==> src/rtl/ifetch32_if.sv <==
// Fetch-to-decoder/imem bundle for ifetch32; IFETCH_PERF_EN adds the perf counter outputs.
interface ifetch32_if;
  logic        stall;
  logic        ib_in;
  logic        bl_in;
  logic [31:0] bv_in;
  logic [31:0] imem_addr;
  logic [31:0] imem_rdata;
  logic [31:0] iout;
  logic [31:0] pc_out;
  logic        ispb_out;
  logic        link_we;
  logic [31:0] link_val;
`ifdef IFETCH_PERF_EN
  logic [31:0] fetch_cnt;
  logic [31:0] squash_cnt;
`endif

  modport master (
    input  stall, ib_in, bl_in, bv_in, imem_rdata,
    output imem_addr, iout, pc_out, ispb_out, link_we, link_val
`ifdef IFETCH_PERF_EN
    , output fetch_cnt, squash_cnt
`endif
  );

  modport slave (
    output stall, ib_in, bl_in, bv_in, imem_rdata,
    input  imem_addr, iout, pc_out, ispb_out, link_we, link_val
`ifdef IFETCH_PERF_EN
    , input fetch_cnt, squash_cnt
`endif
  );
endinterface

==> src/rtl/ifetch32.sv <==
// Instruction fetch stage: owns the PC, drives a sync-read imem and redirects on decoder branches.
// Optional perf counters (fetch_cnt, squash_cnt) enabled by `define IFETCH_PERF_EN.
module ifetch32 #(
  parameter logic [31:0] RESET_PC = 32'h0
) (
  input  logic       clk,
  input  logic       reset,
  ifetch32_if.master bus
);

  localparam int unsigned PcW = 32;
  localparam logic [1:0] S_BOOT   = 2'd0;
  localparam logic [1:0] S_RUN    = 2'd1;
  localparam logic [1:0] S_SQUASH = 2'd2;

  logic [1:0]     state_q, state_d;
  logic [PcW-1:0] fetch_pc_q, fetch_pc_d;
  logic [PcW-1:0] pc_out_q, pc_out_d;
  logic [PcW-1:0] target_c;
  logic           link_we_c;
  logic           squash_enter_c;

  // Branch target is relative to the branch's own address plus 8, forced word aligned
  assign target_c = (pc_out_q + PcW'(8) + bus.bv_in) & ~PcW'(3);

  always_ff @(posedge clk or posedge reset) begin
    if (reset) begin
      state_q    <= S_BOOT;
      fetch_pc_q <= RESET_PC;
      pc_out_q   <= RESET_PC;
    end else begin
      state_q    <= state_d;
      fetch_pc_q <= fetch_pc_d;
      pc_out_q   <= pc_out_d;
    end
  end

  always_comb begin
    state_d        = state_q;
    fetch_pc_d     = fetch_pc_q;
    pc_out_d       = pc_out_q;
    link_we_c      = 1'b0;
    squash_enter_c = 1'b0;
    if (!bus.stall) begin
      case (state_q)
        S_BOOT, S_SQUASH: begin
          pc_out_d   = fetch_pc_q;
          fetch_pc_d = fetch_pc_q + PcW'(4);
          state_d    = S_RUN;
        end
        S_RUN: begin
          pc_out_d = fetch_pc_q;
          if (bus.ib_in) begin
            fetch_pc_d     = target_c;
            state_d        = S_SQUASH;
            link_we_c      = bus.bl_in;
            squash_enter_c = 1'b1;
          end else begin
            fetch_pc_d = fetch_pc_q + PcW'(4);
          end
        end
        default: state_d = S_BOOT;
      endcase
    end
  end

  // Stalled: re-read the word already on iout so the decoder sees a stable instruction
  assign bus.imem_addr = bus.stall ? pc_out_q : fetch_pc_q;
  assign bus.iout      = (state_q == S_BOOT) ? '0 : bus.imem_rdata;
  assign bus.pc_out    = pc_out_q;
  assign bus.ispb_out  = (state_q == S_SQUASH);
  assign bus.link_we   = link_we_c;
  assign bus.link_val  = pc_out_q + PcW'(4);

`ifdef IFETCH_PERF_EN
  logic [31:0] fetch_cnt_q, squash_cnt_q;

  always_ff @(posedge clk or posedge reset) begin
    if (reset) begin
      fetch_cnt_q  <= '0;
      squash_cnt_q <= '0;
    end else begin
      if (!bus.stall && (state_q != S_BOOT)) fetch_cnt_q <= fetch_cnt_q + 32'd1;
      if (squash_enter_c)                    squash_cnt_q <= squash_cnt_q + 32'd1;
    end
  end

  assign bus.fetch_cnt  = fetch_cnt_q;
  assign bus.squash_cnt = squash_cnt_q;
`else
  logic unused_c;
  assign unused_c = squash_enter_c;
`endif

endmodule

==> src/flat_wrapper.sv <==
// flat-port wrapper written by rule: the top's interface ports become plain ports
module ifetch32_flat 
#(
  parameter logic [31:0] RESET_PC = 32'h0
)
  (clk, reset, bus_stall, bus_ib_in, bus_bl_in, bus_bv_in, bus_imem_rdata, bus_imem_addr, bus_iout, bus_pc_out, bus_ispb_out, bus_link_we, bus_link_val);
  ifetch32_if bus_i ();
  input  logic clk;
  input  logic reset;
  input wire logic [$bits(bus_i.stall)-1:0] bus_stall;
  input wire logic [$bits(bus_i.ib_in)-1:0] bus_ib_in;
  input wire logic [$bits(bus_i.bl_in)-1:0] bus_bl_in;
  input wire logic [$bits(bus_i.bv_in)-1:0] bus_bv_in;
  input wire logic [$bits(bus_i.imem_rdata)-1:0] bus_imem_rdata;
  output wire logic [$bits(bus_i.imem_addr)-1:0] bus_imem_addr;
  output wire logic [$bits(bus_i.iout)-1:0] bus_iout;
  output wire logic [$bits(bus_i.pc_out)-1:0] bus_pc_out;
  output wire logic [$bits(bus_i.ispb_out)-1:0] bus_ispb_out;
  output wire logic [$bits(bus_i.link_we)-1:0] bus_link_we;
  output wire logic [$bits(bus_i.link_val)-1:0] bus_link_val;
  assign bus_i.stall = bus_stall;
  assign bus_i.ib_in = bus_ib_in;
  assign bus_i.bl_in = bus_bl_in;
  assign bus_i.bv_in = bus_bv_in;
  assign bus_i.imem_rdata = bus_imem_rdata;
  assign bus_imem_addr = bus_i.imem_addr;
  assign bus_iout = bus_i.iout;
  assign bus_pc_out = bus_i.pc_out;
  assign bus_ispb_out = bus_i.ispb_out;
  assign bus_link_we = bus_i.link_we;
  assign bus_link_val = bus_i.link_val;
  ifetch32 #(.RESET_PC(RESET_PC)) u_core (.clk(clk), .reset(reset), .bus(bus_i));
endmodule
==> config.mk <==
export PLATFORM = sky130hd
export DESIGN_NAME = ifetch32_flat
export DESIGN_NICKNAME = d
export VERILOG_FILES = /design/src/rtl/ifetch32_if.sv /design/src/rtl/ifetch32.sv /design/src/flat_wrapper.sv
export SDC_FILE = /design/constraint.sdc
export NUM_CORES = 1
export LEC_CHECK = 0
export BUFFER_PORTS_ARGS = -buffer_cell sky130_fd_sc_hd__buf_4
export CAP_MARGIN = 30
export CELL_PAD_IN_SITES_DETAIL_PLACEMENT = 0
export CELL_PAD_IN_SITES_GLOBAL_PLACEMENT = 2
export CORE_MARGIN = 8
export CORE_UTILIZATION = 29
export DETAILED_ROUTE_END_ITERATION = 7
export PLACE_DENSITY_LB_ADDON = 0.15
export REMOVE_ABC_BUFFERS = 1
export SYNTH_ARGS = -nofsm -noshare
export SYNTH_HDL_FRONTEND = slang
export SYNTH_SLANG_ARGS = --single-unit
export TNS_END_PERCENT = 1
==> constraint.sdc <==
create_clock -name clk -period 3.83 [get_ports clk]
set_clock_uncertainty 0.15 [all_clocks]
set_input_delay 0.383 -clock clk [delete_from_list [all_inputs] [get_ports clk]]
set_output_delay 0.383 -clock clk [all_outputs]
set_load 0.05 [all_outputs]
==> impl_metrics.py <==
metrics = {
    "run_status": {
        "outcome": "completed",
    },
    "synth": {
        "synth_compound_area_frac": 0.1850,
        "synth_cell_type_count": 63,
        "synth_mux_area_frac": 0.05614,
        "synth_area_um2": 6196,
        "synth_top_family_by_area": "simple AND/OR/NAND/NOR gates",
        "synth-edff-count": 0,
        "synth_area_per_cell_um2": 7.833,
        "ys_async_sr_fraction": 1.000,
        "synthXorXnorAreaFrac": 0.06926,
        "ys_top_cells_by_count": "130 x nand2_1, 62 x dfrtp_1, 60 x ha_1",
        "seq_area_frac_synth": 0.2504,
        "synth_top_area_frac": 0.2504,
        "yosys.area_share.simple": 0.2720,
        "synth_top_area_cell": "dfrtp_1",
        "synth_adder_area_share": 0.1212,
        "ys_top_cells_by_area": "dfrtp_1 25%, ha_1 12%, nand2_1 7.9%",
        "yosysWarnings": 0,
        "synth-main-ff-cell": "dfrtp_1",
        "netlist_instances": 791,
        "synth-seq-cells": 62,
        "yosysMostFrequentCell": "nand2_1",
    },
    "timing": {
        "relSlewSlack": 0.5860,
        "setup_viol": 0,
        "report.final.slew_viol_count": 0,
        "fin_crit_sh": 0.8722,
        "period_needed_ns": 3.341,
        "rsz0062_at_grt": "no",
        "finalHoldViolations": 0,
        "worst_pin_slew_ns": 0.6191,
        "max_freq_ghz": 0.2993,
        "worst_slack_ns": 0.4894,
    },
    "place": {
        "dp_worst_setup_slack_ns": 0.5523,
        "postPlaceCellArea_um2": 7971,
        "place_congestion": 0.7542,
        "place.port_buffers": 190,
        "dpl.hpwl_um": 18370,
    },
    "floorplan": {
        "die-area_um2": 26300,
        "rows": 53,
        "coreArea_um2": 21020,
        "die-width_um": 162.2,
        "die_h_um": 162.2,
        "io_pins": 199,
        "start_util": 0.2947,
    },
    "power_and_ir_drop": {
        "p_leak_nw": 4.018,
        "total_power_mw": 8.416,
        "p_per_area_nw_per_um2": 1014,
        "ir_worst_vdd_mv": 0.5586,
    },
    "hold_path": {
        "hold_path.class": "in -> async",
    },
    "final_layout": {
        "final_layout_size_suffix_gt1_frac": 0.2781,
        "area.growth.synth_to_final_pct": 33.91,
        "insertedDiodeCount": 0,
        "fin_nets": 1102,
        "final_cell_area_um2": 8297,
        "postLayoutCoreUtil": 0.3947,
        "fillers": 2244,
    },
    "clocking": {
        "clock_path_buffers": 2,
        "post_cts_buffers": 0,
        "tritoncts": "yes",
        "cts_max_level": 3,
        "clockRootBuffer": "clkbuf_16",
        "numCtsBuffers": 9,
        "clock_latency_ns": 0.35,
        "clk_pin_slew_ns": 0.06,
        "cts_sinks": 62,
    },
    "detailed_routing": {
        "drt_wl_total_um": 23630,
        "vias_per_cell": 5.022,
        "drtAntennaViolNets": 0,
        "route.vias.total": 6292,
        "drtIter0Drc": 294,
        "drc": 0,
        "wl_per_cell_um": 18.86,
        "drt_pass1_iterations": 5,
    },
    "global_routing": {
        "grt_pass1_vias": 6281,
        "grt_max_degree": 51,
        "antenna_found_initial": 0,
        "grt_pass1_wl_um": 36950,
        "grt.total_usage": 0.1760,
        "grt.overflow.total": 0,
    },
    "critical_path": {
        "crit_type": "reg -> out",
        "worstSetupStartpointType": "flip-flop",
        "worst-endpoint-required_ns": 3.30,
        "crit_path_end_kind": "output pin",
        "cp.arrival_ns": 2.81,
        "worst-path-max-fanout": 7,
    },
    "job": {
        "maxCapViolCount": 0,
    },
}
per-stage QoR:
step / hold slack [ns] / cells / TNS, ns
4_1_cts: 0.3263 / 1253 / 0
5_1_grt: 0.3566 / 1253 / 0
2_1_floorplan: 0.3232 / 748 / -0.2200
6_report: 0.3293 / 1253 / 0
3_3_place_gp: 0.3664 / 1235 / 0
3_5_place_dp: 0.1269 / 1236 / 0
what timing repair did:
item / in CTS / in global routing
gates resized for setup: 0 / 0
hold endpoints to repair: 15 / 0
hold buffers: 1 / 0
cells by family after synthesis:
| family | Yosys count |
|---|---|
| compound gates | 181 |
| simple gates | 341 |
| mux | 31 |
| xor+xnor | 49 |
| fa+ha+maj | 60 |
| flops | 62 |
| buf+inv | 66 |
| other cells | 1 |
critical path: stages (launching register included):
cell	delay, ns
dfrtp_1	0.37
buf_4	0.17
and4_1	0.23
nand2_1	0.09
nor3_2	0.36
nand4_1	0.18
buf_4	0.20
nor2_1	0.32
nand3_1	0.15
xnor2_1	0.15
buf_4	0.22
path summary, 6_finish.rpt:
kind	endpoint	start	slack (ns)	cells after the start
hold reg to reg	u_core.bus.pc_out[31]	u_core.fetch_pc_q[31]	0.37	2
setup reg to reg	u_core.fetch_pc_q[24]	u_core.bus.pc_out[6]	0.56	10
max in group asynchronous	u_core.bus.pc_out[19]	reset	2.49	5
hold / removal	u_core.bus.pc_out[20]	reset	0.33	3
min in group clk	u_core.state_q[0]	bus_ib_in	0.35	3
setup / recovery	bus_link_val[27]	u_core.bus.pc_out[5]	0.49	10
metal layers:
layer / routed length (um) / track usage / vias to the layer above
met2: 11810 / 0.3030 / 116
met1: 10720 / 0.2246 / 2976
li1: - / - / 3189
met5: 0 / 0 / -
met3: 861 / 0.03265 / 11
met4: 244 / 0.03704 / 0
cell usage in the layout, fill, tap and decap left out, drive strengths merged, types with 16 or more instances in the layout:
cell type and n:
nor2 54, xor2 20, dfrtp 62, ha 60, nand2 131, nand4 17
and3 16, nor2b 35, nor3 18, a21oi 57, buf 213, nand3 33
mux2 30, o21ai 48, xnor2 29, inv 17
state kept, by name, summed over array words and instances (netlist names):
name               count
u_core.bus.pc_out     30
u_core.fetch_pc_q     30
u_core.state_q         2
where the power goes:
group / internal [mW] / switching [mW]
clock network: 0.569 / 0.324
registers: 0.961 / 0.588
logic: 2.02 / 3.96
layout make-up:
| class | instances | area, um2 | share of cell area |
|---|---|---|---|
| Sequential cell | 62 | 1551 | 0.1870 |
| Clock buffer | 10 | 229.0 | 0.02760 |
| Inverter | 17 | 63.81 | 0.007691 |
| Clock inverter | 6 | 86.33 | 0.01041 |
| Multi-Input combinational cell | 669 | 4400 | 0.5304 |
| Tap cell | 275 | 344.1 | 0.04147 |
| Timing Repair Buffer | 214 | 1622 | 0.1954 |
Note: power is estimated with default switching activity, not from simulation.
